===== config.mk =====
export PLATFORM = sky130hd
export DESIGN_NAME = rat_step_unit
export DESIGN_NICKNAME = d
export VERILOG_FILES = /design/src/rtl/rat_pkg.sv /design/src/rtl/rat_step_counter.sv /design/src/rtl/rat_step_unit.sv
export SDC_FILE = /design/constraint.sdc
export NUM_CORES = 1
export LEC_CHECK = 0
export BUFFER_PORTS_ARGS = -buffer_cell sky130_fd_sc_hd__buf_2
export CORE_AREA = 2 2 39 41
export CTS_CLUSTER_SIZE = 20
export DETAILED_ROUTE_END_ITERATION = 7
export DIE_AREA = 0 0 41 43
export PLACE_DENSITY = 0.42
export SYNTH_ARGS = -nofsm -noshare
export SYNTH_HDL_FRONTEND = slang
export SYNTH_SLANG_ARGS = --single-unit

===== constraint.sdc =====
create_clock -name clk -period 2.5 [get_ports clk]
set_input_delay 0.5 -clock clk [delete_from_list [all_inputs] [get_ports clk]]
set_output_delay 0.5 -clock clk [all_outputs]
set_load 0.1 [all_outputs]

===== src/rtl/rat_pkg.sv =====
// ============================================================================
// rat_pkg : shared constants and direction codes for the rat datapath
// Rev 1.0 : initial release
// ============================================================================
`default_nettype none

package rat_pkg;

  localparam int COORD_W = 4;

  localparam logic [COORD_W-1:0] STEP_INC = 4'b0001;
  localparam logic [COORD_W-1:0] STEP_DEC = 4'b1111;

  typedef enum logic [1:0] {
    DIR_0 = 2'd0,
    DIR_1 = 2'd1,
    DIR_2 = 2'd2,
    DIR_3 = 2'd3
  } dir_t;

endpackage

`default_nettype wire


===== src/rtl/rat_step_counter.sv =====
// ============================================================================
// rat_step_counter : direction index counter with clear > load > increment
// Rev 1.0 : initial release. Optional trace under RAT_STEP_TRACE_EN.
// ============================================================================
`default_nettype none

module rat_step_counter
  import rat_pkg::*;
#(
  parameter int CNT_W = 2
) (
  input  logic             clk,
  input  logic             rst_n,
  input  logic             cnt_clr,
  input  logic             cnt_ld,
  input  logic             cnt_inc,
  input  logic [CNT_W-1:0] cnt_ld_val,
  output logic [CNT_W-1:0] cnt_val,
  output logic             cnt_co
);

  logic [CNT_W-1:0] cnt_q;
  logic [CNT_W-1:0] cnt_d;

  always_comb begin
    cnt_d = cnt_q;
    if (cnt_clr) begin
      cnt_d = '0;
    end else if (cnt_ld) begin
      cnt_d = cnt_ld_val;
    end else if (cnt_inc) begin
      cnt_d = cnt_q + 1'b1;
    end
  end

  always_ff @(posedge clk or negedge rst_n) begin
    if (!rst_n) begin
      cnt_q <= '0;
    end else begin
      cnt_q <= cnt_d;
    end
  end

  // Deliberately not masked by clear/load: the controller owns that rule.
  assign cnt_co  = cnt_inc & (&cnt_q);
  assign cnt_val = cnt_q;

`ifdef RAT_STEP_TRACE_EN
  always @(posedge clk) begin
    if (rst_n && (cnt_d != cnt_q)) begin
      $display("dir: %0d", cnt_d);
    end
  end
`endif

endmodule

`default_nettype wire


===== src/rtl/rat_step_unit.sv =====
// ============================================================================
// rat_step_unit : coord +/-1 stepper with range flag, plus direction counter
// Rev 1.0 : initial release. Optional trace under RAT_STEP_TRACE_EN.
// ============================================================================
`default_nettype none

module rat_step_unit
  import rat_pkg::*;
#(
  parameter int WIDTH = COORD_W,
  parameter int CNT_W = 2
) (
  input  logic             clk,
  input  logic             rst_n,
  input  logic [WIDTH-1:0] coord,
  input  logic             dec,
  output logic [WIDTH-1:0] step_res,
  output logic             step_co,
  output logic             out_of_range,
  input  logic             cnt_clr,
  input  logic             cnt_ld,
  input  logic             cnt_inc,
  input  logic [CNT_W-1:0] cnt_ld_val,
  output logic [CNT_W-1:0] cnt_val,
  output logic             cnt_co
);

  logic [WIDTH-1:0] w_step;

  generate
    if (WIDTH == COORD_W) begin : g_pkg_step
      assign w_step = dec ? STEP_DEC : STEP_INC;
    end else begin : g_gen_step
      assign w_step = dec ? {WIDTH{1'b1}} : {{(WIDTH-1){1'b0}}, 1'b1};
    end
  endgenerate

  assign {step_co, step_res} = {1'b0, coord} + {1'b0, w_step};

  // Decrement is +all-ones, so a missing carry means 0 wrapped to max.
  assign out_of_range = dec ? ~step_co : step_co;

  rat_step_counter #(
    .CNT_W (CNT_W)
  ) u_cnt (
    .clk        (clk),
    .rst_n      (rst_n),
    .cnt_clr    (cnt_clr),
    .cnt_ld     (cnt_ld),
    .cnt_inc    (cnt_inc),
    .cnt_ld_val (cnt_ld_val),
    .cnt_val    (cnt_val),
    .cnt_co     (cnt_co)
  );

`ifdef RAT_STEP_TRACE_EN
  always @(posedge clk) begin
    if (out_of_range) begin
      $display("oor: coord=%0d dec=%0b step_res=%0d", coord, dec, step_res);
    end
  end
`endif

endmodule

`default_nettype wire


== Yosys cells after proc, flatten, opt, wreduce, memory -nomap -nowiden ==
Cells that the tools add are included.
Word-level totals
  output and inout bits: 9
  register bits after elaboration: 2
  word-level logic and storage cells: 12
Operators by class
  add/subtract/negate cells: 2
  bitwise operators: 2
  muxes and demuxes: 5
  reductions and logical operators: 2
Operators with widths (count)
  2-to-1 mux 2 bit: 3
  adder 4 x 4 -> 5 bit: 1
  2-to-1 mux 4 bit: 1
  nonzero test 3 bit: 1
  adder 2 x 1 -> 2 bit (second input constant): 1
  AND reduction 2 bit: 1
  bitwise AND 1 bit: 1
  2-to-1 mux 1 bit: 1
  NOT 1 bit: 1

== Logic depth before layout (Yosys ltp) ==
Gate-level depths: netlist (run 1).
  depth after elaboration: 4
  depth in mapped cells: 4
  depth with buffers taken out: 4

== Cells and area by module ==
From an unflattened synthesis (run 1), not the netlist that was laid out.
Unflattened totals
  cells, all modules: 28
  area, all modules: 267.8 um2
By module, submodules not included
  rat_step_unit: cells an instance 17, times used 1, area an instance 137.6 um2, sequential area each 0.0 um2
  rat_step_counter: cells an instance 11, times used 1, area an instance 130.1 um2, sequential area each 50.0 um2

== Worst setup path after synthesis (run 1) ==
OpenSTA, ideal clock, no wires.
  path type: in2out
  start: in coord[0]
  end: out out_of_range
  buffers on the path: 0
  cell stages on the path: 4
  arrival: 3.266 ns
  data required time: 2.000 ns
  path slack: -1.266 ns
  cell sequence: fa_1 nand3_1 nand2_1 xor2_1
On the way
  longest elaborated chain between the ends: 3
Ends and longest elaborated chain
  start: declaration: RTL line rat_step_unit.sv:15  | input logic [WIDTH-1:0] coord,
  adder 4 x 4 -> 5 bit (*): RTL line rat_step_unit.sv:38  | assign {step_co, step_res} = {1'b0, coord} + {1'b0, w_step};
  via step_co: RTL line rat_step_unit.sv:18  | output logic step_co,
  NOT 1 bit: RTL line rat_step_unit.sv:41  | assign out_of_range = dec ? ~step_co : step_co;
  2-to-1 mux 1 bit (*): RTL line rat_step_unit.sv:41
  end: declaration: RTL line rat_step_unit.sv:19  | output logic out_of_range,
The timed path passes the listed nets; every way through them passes the cells marked *.

== Worst setup path after layout (run 1) ==
  start: in coord[0]
  end: out out_of_range
On the way
  longest elaborated chain between the ends: 3
Ends and longest elaborated chain (RTL line)
  adder 4 x 4 -> 5 bit (*): rat_step_unit.sv:38
  NOT 1 bit: rat_step_unit.sv:41
  2-to-1 mux 1 bit (*): rat_step_unit.sv:41
Every way passes the cells marked *; elsewhere a longest branch is shown, timed or not.

==> results of run 1 <==
## cell usage after synthesis, drive strengths merged
library cell,number,share of area
fa,1,0.086
ha,4,0.22
nand3,1,0.022
nor2,2,0.032
mux2i,2,0.086
xnor2,1,0.038
dfrtp,2,0.22
inv,1,0.016
a21o,1,0.032
and2,1,0.032
mux2,1,0.049
xor2,3,0.11
nand2,1,0.016
a21oi,2,0.043
## worst paths after layout
path	to	cells past startpoint
setup / recovery	out_of_range	6
hold / removal	u_cnt.cnt_val[1]$_DFFE_PN0P_	1
setup reg to reg	u_cnt.cnt_val[1]$_DFFE_PN0P_	4
hold reg to reg	u_cnt.cnt_val[0]$_DFFE_PN0P_	3
max in group asynchronous	u_cnt.cnt_val[0]$_DFFE_PN0P_	1
min in group clk	u_cnt.cnt_val[0]$_DFFE_PN0P_	2
## layer usage
layer | wire, um | track usage | vias to the layer above | share of wire
met3 | 72 | 0.0366 | 0 | 0.13
met2 | 263 | 0.109 | 18 | 0.49
li1 | - | - | 126 | -
met5 | 0 | 0 | - | 0
met1 | 207 | 0.0841 | 100 | 0.38
met4 | 0 | 0.100 | 0 | 0
## layout by cell type, fill, tap and decap left out, types with 2 or more instances in the layout
cell type and n:
clkbuf_4 3, mux2i_1 2, dfrtp_1 2, a21oi_1 2, buf_12 4, nor2_1 2
buf_2 16, ha_1 4, xor2_1 2
## layout make-up
type                       instances  share of cell area
tap                               16              0.0435
sequential                         2               0.109
inverter                           1             0.00815
timing repair buffer              20               0.348
clock buffer                       3              0.0489
multi-input combinational         20               0.443
## power groups by stage
stage / sequential [uW] / combinational [uW] / clock, uW
after floorplan: 57.5 / 149 / 0
after global placement: 38.0 / 243 / 0
after detailed placement: 38.1 / 242 / 0
after CTS: 37.7 / 242 / 80.0
after global routing: 38.0 / 251 / 85.0
final: 37.6 / 241 / 72.9
## through the flow
stage                     std cells  setup WS (ps)
final                            62            274
after global routing             62            208
after CTS                        62            263
after detailed placement         59            263
after global placement           59            266
after floorplan                  23           -481
## critical path: cells and delay by family
family	cells	cell delay, ps
fa+ha+maj	1	450
xor+xnor	1	190
buf+inv	2	310
simple gates	2	260
## cells by family (layout without fill, tap and decap cells)
logic type,Yosys count,count (layout),share of synthesized area
simple gates,5,5,0.103
mux,3,3,0.135
buf+inv,1,24,0.0162
flops,2,2,0.216
compound gates,3,3,0.0757
xor+xnor,4,4,0.151
fa+ha+maj,5,5,0.303
==> results.yml, run 1 <==
worst_setup_path:
  setup.worst_path.start_class: "input pin"
  crit_path_max_incr_delay_ps: 450
  slowest_stage: "fa_1"
  startpoint: "coord[0]"
  cp.required_ps: 2000
  cp_max_fo: 3
  critPathKind: "in -> out"
  arrival_ps: 1730
  ff2ff_setup_slack_ps: 1240
  crit-reg2reg-launch: "u_cnt.cnt_val[0]$_DFFE_PN0P_"
  cp_cell_sequence: "buf_2 -> fa_1 -> nand3_1 -> nand2_1 -> xor2_4 -> buf_12"
  cp-end-kind: "primary output"
power:
  ir_worst_vdd_uv: 246
  power_density_nw_per_um2: 763
  p_sw_frac: 0.540
  internal_power_uw: 162
  p_clk_frac: 0.208
  power.leakage_uw: 0.000255
  power.switching_uw: 190
  pwr-share-seq: 0.107
  power.total_uw: 351
  comb_power_share: 0.685
detailed_routing:
  num_vias: 244
  via_per_inst: 3.94
  wirelength_um: 542
  detail-route-antenna-nets: 0
  post_drt_wl_per_cell_um: 8.74
  drcViolationCount: 0
  drt-pass1-iter-count: 1
  drtIter0Drc: 0
placement:
  dpl.hpwl_um: 468
  dpl_cell_area_um2: 438
  io_buffers: 20
  gp_congestion: 0.606
run:
  maxCapViolations: 0
cts:
  root_buffer: "clkbuf_4"
  ctsResizeCount: 0
  clk_latency_ps: 230
  clockBufferDepth: 2
  numCtsBuffers: 3
  h-tree-depth: 1
  cts_tree: "done"
  path_clk_slew_ps: 30
  cts-hold-fix-buffers: 0
  clkSinkCount: 2
  cts_setup_buffers: 0
yosys:
  yosys_warnings: 0
  syn_inst: 23
  syn_nets: 40
  seq_area_frac_synth: 0.216
  post_synth_instance_area_um2: 231
  avgSynthCellArea_um2: 10.1
  ys_ff_latch: 2
  yosysUniqueCellTypes: 14
floorplanning:
  ios: 21
  rows: 14
  coreArea_um2: 1380
  dieArea_um2: 1760
  die_h_um: 43
  die_width_um: 41
  start_util: 0.167
timing:
  clock_skew_ps: 0.329
  tightest_slew_ps: 484
  setup-tns-final_ps: 0
  finalMaxSlewViolations: 0
  rsz0062_at_grt: "no"
  max_freq_mhz: 449
  slew_headroom: 0.679
  setup_violations: 0
  fin_crit_sh: 0.890
  hold_viol_final: 0
  whs_ps: 51.0
  layout_min_cycle_time_ps: 2230
outcome:
  status: "complete, no violations"
final_layout:
  fillCellCount: 149
  design_area_um2: 460
  multi_input_area_um2: 204
  largest_reg_flops: 2
  n_antenna_cell: 0
  drive_above_1_share: 0.565
  fin_nets: 65
  final_util: 0.333
  syn_to_final_growth_pct: 98.9
  seq_area_um2: 50.0
hold_path:
  hp-class: "in -> async"
grt:
  grt_pass1_vias: 232
  globalRouteTotalUtil: 0.0835
  grt_max_degree: 6
  gr-total-overflow: 0
  grt_pass1_wl_um: 910
  antenna_found_initial: 0
Power figures use the tool's default switching activity.
==> run 2, diff against run 1 <==
--- a/config.mk
+++ b/config.mk
@@ -10,7 +10,7 @@
 export CTS_CLUSTER_SIZE = 20
 export DETAILED_ROUTE_END_ITERATION = 7
 export DIE_AREA = 0 0 41 43
-export PLACE_DENSITY = 0.42
+export RECOVER_POWER = 100
 export SYNTH_ARGS = -nofsm -noshare
 export SYNTH_HDL_FRONTEND = slang
 export SYNTH_SLANG_ARGS = --single-unit
==> results.yml, run 2 (synthesis gave the netlist of run 1 again) <==
cts:
  cts_tree: "done"
  cts-hold-fix-buffers: 0
  path_clk_slew_ps: 30
  clockBufferDepth: 2
  clkSinkCount: 2
  root_buffer: "clkbuf_4"
  h-tree-depth: 1
  numCtsBuffers: 3
  cts_setup_buffers: 0
  ctsResizeCount: 0
  clk_latency_ps: 220
hold_path:
  hp-class: "in -> async"
power:
  ir_worst_vdd_uv: 182
  power_density_nw_per_um2: 781
  power.leakage_uw: 0.000227
timing:
  layout_min_cycle_time_ps: 2340
  clock_skew_ps: 1.31
  setup_violations: 0
  slew_headroom: 0.233
  tightest_slew_ps: 1150
  whs_ps: 54.3
  rsz0062_at_grt: "no"
  fin_crit_sh: 0.935
  max_freq_mhz: 428
  finalMaxSlewViolations: 0
  hold_viol_final: 0
detailed_routing:
  post_drt_wl_per_cell_um: 9.32
  drt-pass1-iter-count: 2
  num_vias: 243
  detail-route-antenna-nets: 0
  wirelength_um: 578
  via_per_inst: 3.92
  drcViolationCount: 0
  drtIter0Drc: 1
placement:
  dpl_cell_area_um2: 438
  gp_congestion: 0.712
  io_buffers: 20
  dpl.hpwl_um: 497
floorplanning:
  dieArea_um2: 1760
  rows: 14
  coreArea_um2: 1380
  die_width_um: 41
  die_h_um: 43
  start_util: 0.167
  ios: 21
final_layout:
  fin_nets: 65
  design_area_um2: 413
  largest_reg_flops: 2
  mostFrequentLayoutCells: "buf_2 (9), clkbuf_2 (5), ha_1 (4), clkbuf_4 (4), clkbuf_1 (4)"
  n_antenna_cell: 0
  final_common_cell: "buf_2"
  syn_to_final_growth_pct: 78.4
  drive_above_1_share: 0.478
grt:
  grt_pass1_wl_um: 931
  grt_max_degree: 6
  grt_pass1_vias: 258
  antenna_found_initial: 0
  gr-total-overflow: 0
  globalRouteTotalUtil: 0.0854
worst_setup_path:
  cp.required_ps: 2000
  critPathKind: "in -> out"
  cp_max_fo: 5
  arrival_ps: 1840
  setup.worst_path.start_class: "input pin"
  reg2reg_depth: 4
  cp-end-kind: "primary output"
outcome:
  status: "complete, no violations"
run:
  maxCapViolations: 0
## run 2: cell count changes in the layout (fill, tap and decap cells not counted), sizes merged
cell	previous run	this run
buf	20	10
clkbuf	3	13
## run 2: report_power, final
part | leakage [uW] | internal [uW] | switching (uW)
logic | 0.000187 | 49.4 | 165
clock network | 0.0000138 | 52.9 | 17.5
registers | 0.0000260 | 35.3 | 2.20
total | 0.000227 | 138 | 185
## run 2: final timing paths
path	from	end	slack (ps)
setup / recovery	dec	out_of_range	160
hold / removal	rst_n	u_cnt.cnt_val[1]$_DFFE_PN0P_	50
setup reg to reg	u_cnt.cnt_val[0]$_DFFE_PN0P_	u_cnt.cnt_val[1]$_DFFE_PN0P_	1220
hold reg to reg	u_cnt.cnt_val[0]$_DFFE_PN0P_	u_cnt.cnt_val[0]$_DFFE_PN0P_	670
max in group asynchronous	rst_n	u_cnt.cnt_val[0]$_DFFE_PN0P_	2320
min in group clk	cnt_clr	u_cnt.cnt_val[1]$_DFFE_PN0P_	450
## run 2: per-layer routing
metal  track usage  wire length, um  vias up
met1        0.0774              204      113
met4         0.100                0        0
met5             0                0        -
li1              -                -      126
met3        0.0314               17        0
met2         0.125              356        4
## run 2: stage by stage
step / TNS [ps] / setup WS, ps / util / cells / total power [uW]
finish: 0 / 162 / 0.298 / 62 / 322
global route: 0 / 112 / 0.298 / 62 / 334
CTS: 0 / 248 / 0.333 / 62 / 355
detailed placement: 0 / 247 / 0.316 / 59 / 281
global placement: 0 / 268 / 0.316 / 59 / 279
floorplan: -878 / -481 / - / 23 / 207
## run 2: critical path, cell delays in order
cell      delay, ps
clkbuf_2        170
ha_1            370
a21oi_1         150
nand2_1         160
xor2_4          150
clkbuf_4        340
## run 2: cell type report
type                    count  area (um2)
inverters                   1        3.75
clock buffers               3        22.5
multi-input cells          20         204
repair buffers             20         113
flip-flops and latches      2        50.0
well taps                  16        20.0
fillers                   152         971
